<file path="config.mk">
export PLATFORM = sky130hd
export DESIGN_NAME = alu_mc_ctrl
export DESIGN_NICKNAME = d
export VERILOG_FILES = /design/src/rtl/alu_mc_pkg.sv /design/src/rtl/alu_mc_mul.sv /design/src/rtl/alu_mc_ctrl.sv
export SDC_FILE = /design/constraint.sdc
export NUM_CORES = 1
export LEC_CHECK = 0
export ABC_AREA = 1
export BUFFER_PORTS_ARGS = -buffer_cell sky130_fd_sc_hd__buf_4
export CAP_MARGIN = 10
export CELL_PAD_IN_SITES_DETAIL_PLACEMENT = 1
export CELL_PAD_IN_SITES_GLOBAL_PLACEMENT = 2
export CORE_MARGIN = 3
export CORE_UTILIZATION = 36
export DETAILED_ROUTE_END_ITERATION = 8
export PLACE_DENSITY = 0.86
export SLEW_MARGIN = 10
export SYNTH_ARGS = -nofsm -noshare
export SYNTH_HDL_FRONTEND = slang
export SYNTH_SLANG_ARGS = --single-unit
</file>
<file path="constraint.sdc">
create_clock -name clk -period 7.55 [get_ports clk]
set_input_delay 0.755 -clock clk [delete_from_list [all_inputs] [get_ports clk]]
set_output_delay 0.755 -clock clk [all_outputs]
set_load 0.05 [all_outputs]
</file>
<file path="src/rtl/alu_mc_pkg.sv">
// Shared encodings for the multi-cycle ALU controller: control codes, op classes,
// R-type funct codes, decode result and FSM state.
package alu_mc_pkg;

  localparam logic [2:0] CTL_AND   = 3'b000;
  localparam logic [2:0] CTL_OR    = 3'b001;
  localparam logic [2:0] CTL_ADD   = 3'b010;
  localparam logic [2:0] CTL_MULTU = 3'b011;
  localparam logic [2:0] CTL_SUB   = 3'b110;
  localparam logic [2:0] CTL_SLT   = 3'b111;

  localparam logic [1:0] OP_ADD   = 2'b00;
  localparam logic [1:0] OP_SUB   = 2'b01;
  localparam logic [1:0] OP_RTYPE = 2'b10;
  localparam logic [1:0] OP_OR    = 2'b11;

  localparam logic [5:0] FN_ADD   = 6'b100000;
  localparam logic [5:0] FN_SUB   = 6'b100010;
  localparam logic [5:0] FN_AND   = 6'b100100;
  localparam logic [5:0] FN_OR    = 6'b100101;
  localparam logic [5:0] FN_SLT   = 6'b101010;
  localparam logic [5:0] FN_MULTU = 6'b011001;

  typedef struct packed {
    logic [2:0] ctl;
    logic       illegal;
  } dec_t;

  typedef enum logic [1:0] {
    ST_IDLE = 2'b00,
    ST_MUL  = 2'b01,
    ST_DONE = 2'b10
  } state_t;

endpackage

</file>
<file path="src/rtl/alu_mc_mul.sv">
// Unsigned shift-add multiplier: one iteration per step, WIDTH steps per product.
module alu_mc_mul #(
  parameter int WIDTH = 32
) (
  input  logic               clk,
  input  logic               rst_n,
  input  logic               load,
  input  logic               step,
  input  logic [WIDTH-1:0]   a,
  input  logic [WIDTH-1:0]   b,
  output logic               done_iter,
  output logic [2*WIDTH-1:0] product_next
);

  localparam int CNT_W = $clog2(WIDTH) + 1;
  localparam logic [CNT_W-1:0] LAST = CNT_W'(WIDTH - 1);

  logic [WIDTH-1:0]   mcand;
  logic [2*WIDTH-1:0] prod;
  logic [CNT_W-1:0]   count;
  logic [WIDTH:0]     sum;

  // Low half starts as the multiplier and is shifted out as the product grows in.
  assign sum          = {1'b0, prod[2*WIDTH-1:WIDTH]} + (prod[0] ? {1'b0, mcand} : '0);
  assign product_next = {sum, prod[WIDTH-1:1]};
  assign done_iter    = step && (count == LAST);

  always_ff @(posedge clk) begin
    if (load) begin
      mcand <= a;
      prod  <= {{WIDTH{1'b0}}, b};
    end else if (step) begin
      prod  <= product_next;
    end
  end

  always_ff @(posedge clk or negedge rst_n) begin
    if (!rst_n)    count <= '0;
    else if (load) count <= '0;
    else if (step) count <= count + CNT_W'(1);
  end

endmodule

</file>
<file path="src/rtl/alu_mc_ctrl.sv">
// Multi-cycle ALU controller: decodes op class/funct, runs single-cycle ops at once
// and multu through the shift-add multiplier, then pulses done for one cycle.
module alu_mc_ctrl
  import alu_mc_pkg::*;
#(
  parameter int WIDTH  = 32,
  parameter int FUNC_W = 6
) (
  input  logic              clk,
  input  logic              rst_n,
  input  logic              start,
  input  logic [1:0]        alu_op,
  input  logic [FUNC_W-1:0] funct,
  input  logic [WIDTH-1:0]  a,
  input  logic [WIDTH-1:0]  b,
  output logic              busy,
  output logic              done,
  output logic [2:0]        alu_ctl,
  output logic [WIDTH-1:0]  result,
  output logic [WIDTH-1:0]  result_hi,
  output logic              zero,
  output logic              illegal
);

  state_t               state, state_nxt;
  dec_t                 dec;
  logic                 is_mul, accept, step, load, done_iter;
  logic [2*WIDTH-1:0]   product_next;

  function automatic dec_t decode(input logic [1:0] op, input logic [FUNC_W-1:0] fn);
    dec_t d;
    d.ctl     = CTL_AND;
    d.illegal = 1'b0;
    case (op)
      OP_ADD: d.ctl = CTL_ADD;
      OP_SUB: d.ctl = CTL_SUB;
      OP_OR:  d.ctl = CTL_OR;
      default: begin
        if      (fn == FUNC_W'(FN_ADD))   d.ctl = CTL_ADD;
        else if (fn == FUNC_W'(FN_SUB))   d.ctl = CTL_SUB;
        else if (fn == FUNC_W'(FN_AND))   d.ctl = CTL_AND;
        else if (fn == FUNC_W'(FN_OR))    d.ctl = CTL_OR;
        else if (fn == FUNC_W'(FN_SLT))   d.ctl = CTL_SLT;
        else if (fn == FUNC_W'(FN_MULTU)) d.ctl = CTL_MULTU;
        else                              d.illegal = 1'b1;
      end
    endcase
    return d;
  endfunction

  function automatic logic [WIDTH-1:0] calc(input logic [2:0] ctl,
                                            input logic [WIDTH-1:0] x,
                                            input logic [WIDTH-1:0] y);
    logic [WIDTH-1:0] r;
    case (ctl)
      CTL_AND: r = x & y;
      CTL_OR:  r = x | y;
      CTL_ADD: r = x + y;
      CTL_SUB: r = x - y;
      CTL_SLT: r = {{(WIDTH-1){1'b0}}, ($signed(x) < $signed(y))};
      default: r = '0;
    endcase
    return r;
  endfunction

  assign dec    = decode(alu_op, funct);
  assign is_mul = !dec.illegal && (dec.ctl == CTL_MULTU);
  assign load   = accept && is_mul;

  always_ff @(posedge clk or negedge rst_n) begin
    if (!rst_n) state <= ST_IDLE;
    else        state <= state_nxt;
  end

  always_comb begin
    state_nxt = state;
    accept    = 1'b0;
    step      = 1'b0;
    case (state)
      ST_IDLE: begin
        if (start) begin
          accept    = 1'b1;
          state_nxt = is_mul ? ST_MUL : ST_DONE;
        end
      end
      ST_MUL: begin
        step = 1'b1;
        if (done_iter) state_nxt = ST_DONE;
      end
      ST_DONE: state_nxt = ST_IDLE;
      default: state_nxt = ST_IDLE;
    endcase
  end

  alu_mc_mul #(.WIDTH(WIDTH)) u_mul (
    .clk          (clk),
    .rst_n        (rst_n),
    .load         (load),
    .step         (step),
    .a            (a),
    .b            (b),
    .done_iter    (done_iter),
    .product_next (product_next)
  );

  // Result words only change at acceptance or on the final multiply step,
  // so partial products never reach the outputs.
  always_ff @(posedge clk or negedge rst_n) begin
    if (!rst_n) begin
      alu_ctl   <= CTL_AND;
      illegal   <= 1'b0;
      result    <= '0;
      result_hi <= '0;
    end else if (accept) begin
      alu_ctl <= dec.ctl;
      illegal <= dec.illegal;
      if (!is_mul) begin
        result    <= dec.illegal ? '0 : calc(dec.ctl, a, b);
        result_hi <= '0;
      end
    end else if (done_iter) begin
      {result_hi, result} <= product_next;
    end
  end

  assign busy = (state != ST_IDLE);
  assign done = (state == ST_DONE);
  assign zero = ~|{result_hi, result};

endmodule

</file>
==> summary.md <==
| Metric | Value |
|---|---|
| Max frequency | `0.2880 GHz` |
| Net Count, Synth | `2,401` |
| R2r startpoint | `u_mul.prod[0]` |
| DRC viols | `0` |
| Least-Margin Pin Slew | `1.130 ns` |
| First-pass GRT wire length | `89.87 mm` |
| Area post-placement | `16,120 sq um` |
| Most frequent cells in the layout | `nand2_1, inv_1, nand3_1` |
| Largest net degree at the start of global routing | `68` |
| Yosys cell types | `46` |
| Min cycle time layout | `3.472 ns` |
| #FFs+latches synth | `172` |
| Synthesized area per cell | `6.689 sq um` |
| YS warnings | `0` |
| Launch point of the worst path | `u_mul.prod[0]` |
| Share of cells above drive strength 1 | `0.09719` |
| Final Hold Fails | `0` |
| Critical path class | `flop to flop` |
| Ys async rst share | `0.4419` |
| Grt total ovfl | `0` |
| # Post-CTS Setup Buffers | `0` |
| Peak supply drop | `0.1659 mV` |
| Worst Hold Class | `input pin to asynchronous set/reset pin` |
| Tcrit/Tclk final | `0.4599` |
| Register-to-register setup slack | `4.08 ns` |
| # fillers | `5,224` |
| Synthesized area | `14,620 sq um` |
| Clock root cell | `clkbuf_16` |
| Worst endpoint required time | `7.88 ns` |
| Synth-to-layout area growth | `14.25%` |
| Final Setup Violations | `0` |
| Clock Tree Buf Depth | `2` |
| Max-cap violations | `0` |
| Final Net Count | `2,518` |
| Site Rows | `73` |
| Area of the multi-input gates | `8671 sq um` |
| Cts bufs inserted | `17` |
| Setup TNS | `0 ns` |
| Initial antenna violation count | `1` |
| Critical-path cell list | `nand2_1, inv_1, ha_1, inv_1, fa_1, o21ai_1, a21oi_1, o21bai_1, nand2_1, nand2_1, nand3_1, nand2_1, nand2_1, nand3_1, nand2_1` |
| Gate Count Post-Synth | `2,185` |
| Post-cts gate resize count | `0` |
| Die Area | `43,050 sq um` |
| Routability cong. | `0.9480` |
| Post-synthesis sequential area ratio | `0.3054` |
| Drt total wl | `58.64 mm` |
| Synth top area cells | `nand2_1, edfxtp_1, dfrtp_1` |
| Crit Path Max Fanout | `32` |
| CTS tree | `done` |
| Initial detailed-routing violation count | `1,026` |
| RSZ-0062 raised after global routing | `no` |
| GRT Overall Usage | `0.2669` |
| DP Wirelength | `47.94 mm` |
| Worst path most repeated cell | `nand2_1` |
| First-pass iteration count of the detailed router | `5` |
| Startpoint class of the critical path | `flop` |
| Max_slew headroom | `0.2460` |
| Slowest stage delay, CP | `0.97 ns` |
| Wire length per cell | `20.64 um` |
| IO Port Bufs | `145` |
| Via-per-instance ratio | `5.280` |
| # IOs | `146` |
| Most used flip-flop cell after synthesis | `dfrtp_1` |
| CP arrival | `3.80 ns` |
| Vias | `15.00k` |
| Die Y | `207.5 um` |
| H-Tree Depth | `4` |
| Detail Route Antenna Nets | `0` |
| Area leader, netlist | `nand2_1` |
| Post-synth EDFFs | `64` |
| Core Region | `39,910 sq um` |
| Worst-Skew Late Latency | `0.45 ns` |
| LEAKAGE | `0.008775 uW` |
| Most common cell after layout, fill and taps aside | `nand2_1` |
| Yosys top cell area share | `0.1836` |
| Layout Cells excl Fill | `2,841` |
| Slowest-stage cell, CP | `edfxtp_1` |
| Pwr/cell area | `233.4 nW/um^2` |
| Starting Density | `0.3662` |
| Die Wd | `207.5 um` |
| CTS Sinks | `172` |
| CTS Hold Bufs | `0` |
| Crit. End Element | `flop` |
| Design area | `16,700 sq um` |
| Final slew viol count | `0` |
| Cells after DPL | `2,808` |
| FF+latch area | `4464 sq um` |
| Worst Clk Skew | `0.01055 ns` |
| Total power | `3898 uW` |
| Outcome | `complete, no violations` |
| Reg clk slew, reported paths | `0.07 ns` |
| Number of global-route vias before repair | `15.63k` |
[state kept, by name, summed over array words and instances (netlist names)]
signal / cells
illegal: 1
result: 32
u_mul.prod: 64
alu_ctl: 3
u_mul.count: 6
state: 2
u_mul.mcand: 32
result_hi: 32
[power by group]
| part | leakage (uW) | internal, uW | switching [uW] | total, uW |
|---|---|---|---|---|
| combinational | 0.00663 | 540 | 1200 | 1740 |
| sequential | 0.00186 | 1140 | 141 | 1280 |
| clock | 0.000284 | 450 | 425 | 875 |
[per-layer routing]
metal  GRT usage  vias up  share of wire
li1            -     7275              -
met1      0.3577     7358           0.46
met2      0.4591      288           0.48
met3     0.02358       79          0.032
met4     0.08006        0          0.028
met5           0        -              0
[logic make-up after synthesis]
kind of cell,Yosys count,synth area share
AND/OR/NAND/NOR,1178,0.3386
buffers and inverters,369,0.1027
AO/OA/AOI/OAI,292,0.1113
flip-flops,172,0.3054
adder cells (fa/ha/maj),141,0.1222
XOR/XNOR,33,0.01977
[path summary, 6_finish.rpt]
path,depth (start not counted),end
max,15,result_hi[27]
min,1,result_hi[29]
max reg2reg,15,result_hi[27]
min reg2reg,2,u_mul.prod[54]
max in group asynchronous,2,result[1]
min in group clk,2,u_mul.prod[54]
[cell usage after synthesis (2+ instances only)]
library cell and n:
nand2_1 715, inv_1 304, nand3_1 184, nor2_1 165
ha_1 138, a21oi_1 114, o21ai_0 91, dfrtp_1 76
edfxtp_1 64, dfxtp_1 32, xor2_1 27, nor3_1 26
o21ai_1 26, nand4_1 23, buf_2 21, nor4_1 19
clkbuf_1 16, o21bai_1 15, nand3b_1 14, inv_2 10
o22ai_1 10, o2111ai_1 9, buf_4 8, buf_6 8
or2_2 8, a21o_1 7, xnor2_1 6, a21oi_2 5
nand2_2 5, a22o_1 4, nand3_2 4, nor2_2 4
a31oi_1 3, fa_1 3, o211ai_1 3, or2_0 3
or2_1 3, and2_1 2, buf_1 2, o21a_1 2
[metrics by stage]
| stage | util | hold slack (ns) | setup slack (ns) |
|---|---|---|---|
| detailed placement | 0.4038 | 0.4492 | 3.859 |
| global placement | 0.4038 | 0.4430 | 3.971 |
| CTS | 0.4183 | 0.2333 | 4.021 |
| global route | 0.4184 | 0.2488 | 3.615 |
| floorplan | - | 0.4317 | 4.240 |
| finish | 0.4184 | 0.2282 | 4.078 |
[critical path, delay by kind of cell (launching register included)]
kind | cells | cell delay [ns]
AO/OA/AOI/OAI | 3 | 0.83
adder cells (fa/ha/maj) | 2 | 0.60
buffers and inverters | 2 | 0.15
flip-flops | 1 | 0.97
AND/OR/NAND/NOR | 8 | 0.80
[final cells by class]
type	instances	area share
multi-input combinational	1644	0.5192
sequential	172	0.2673
inverter	314	0.07058
timing repair buffer	153	0.06878
tap	525	0.03933
clock buffer	18	0.02630
clock inverter	14	0.008316
antenna	1	0.0001498
(Power assumes the default switching activity.)
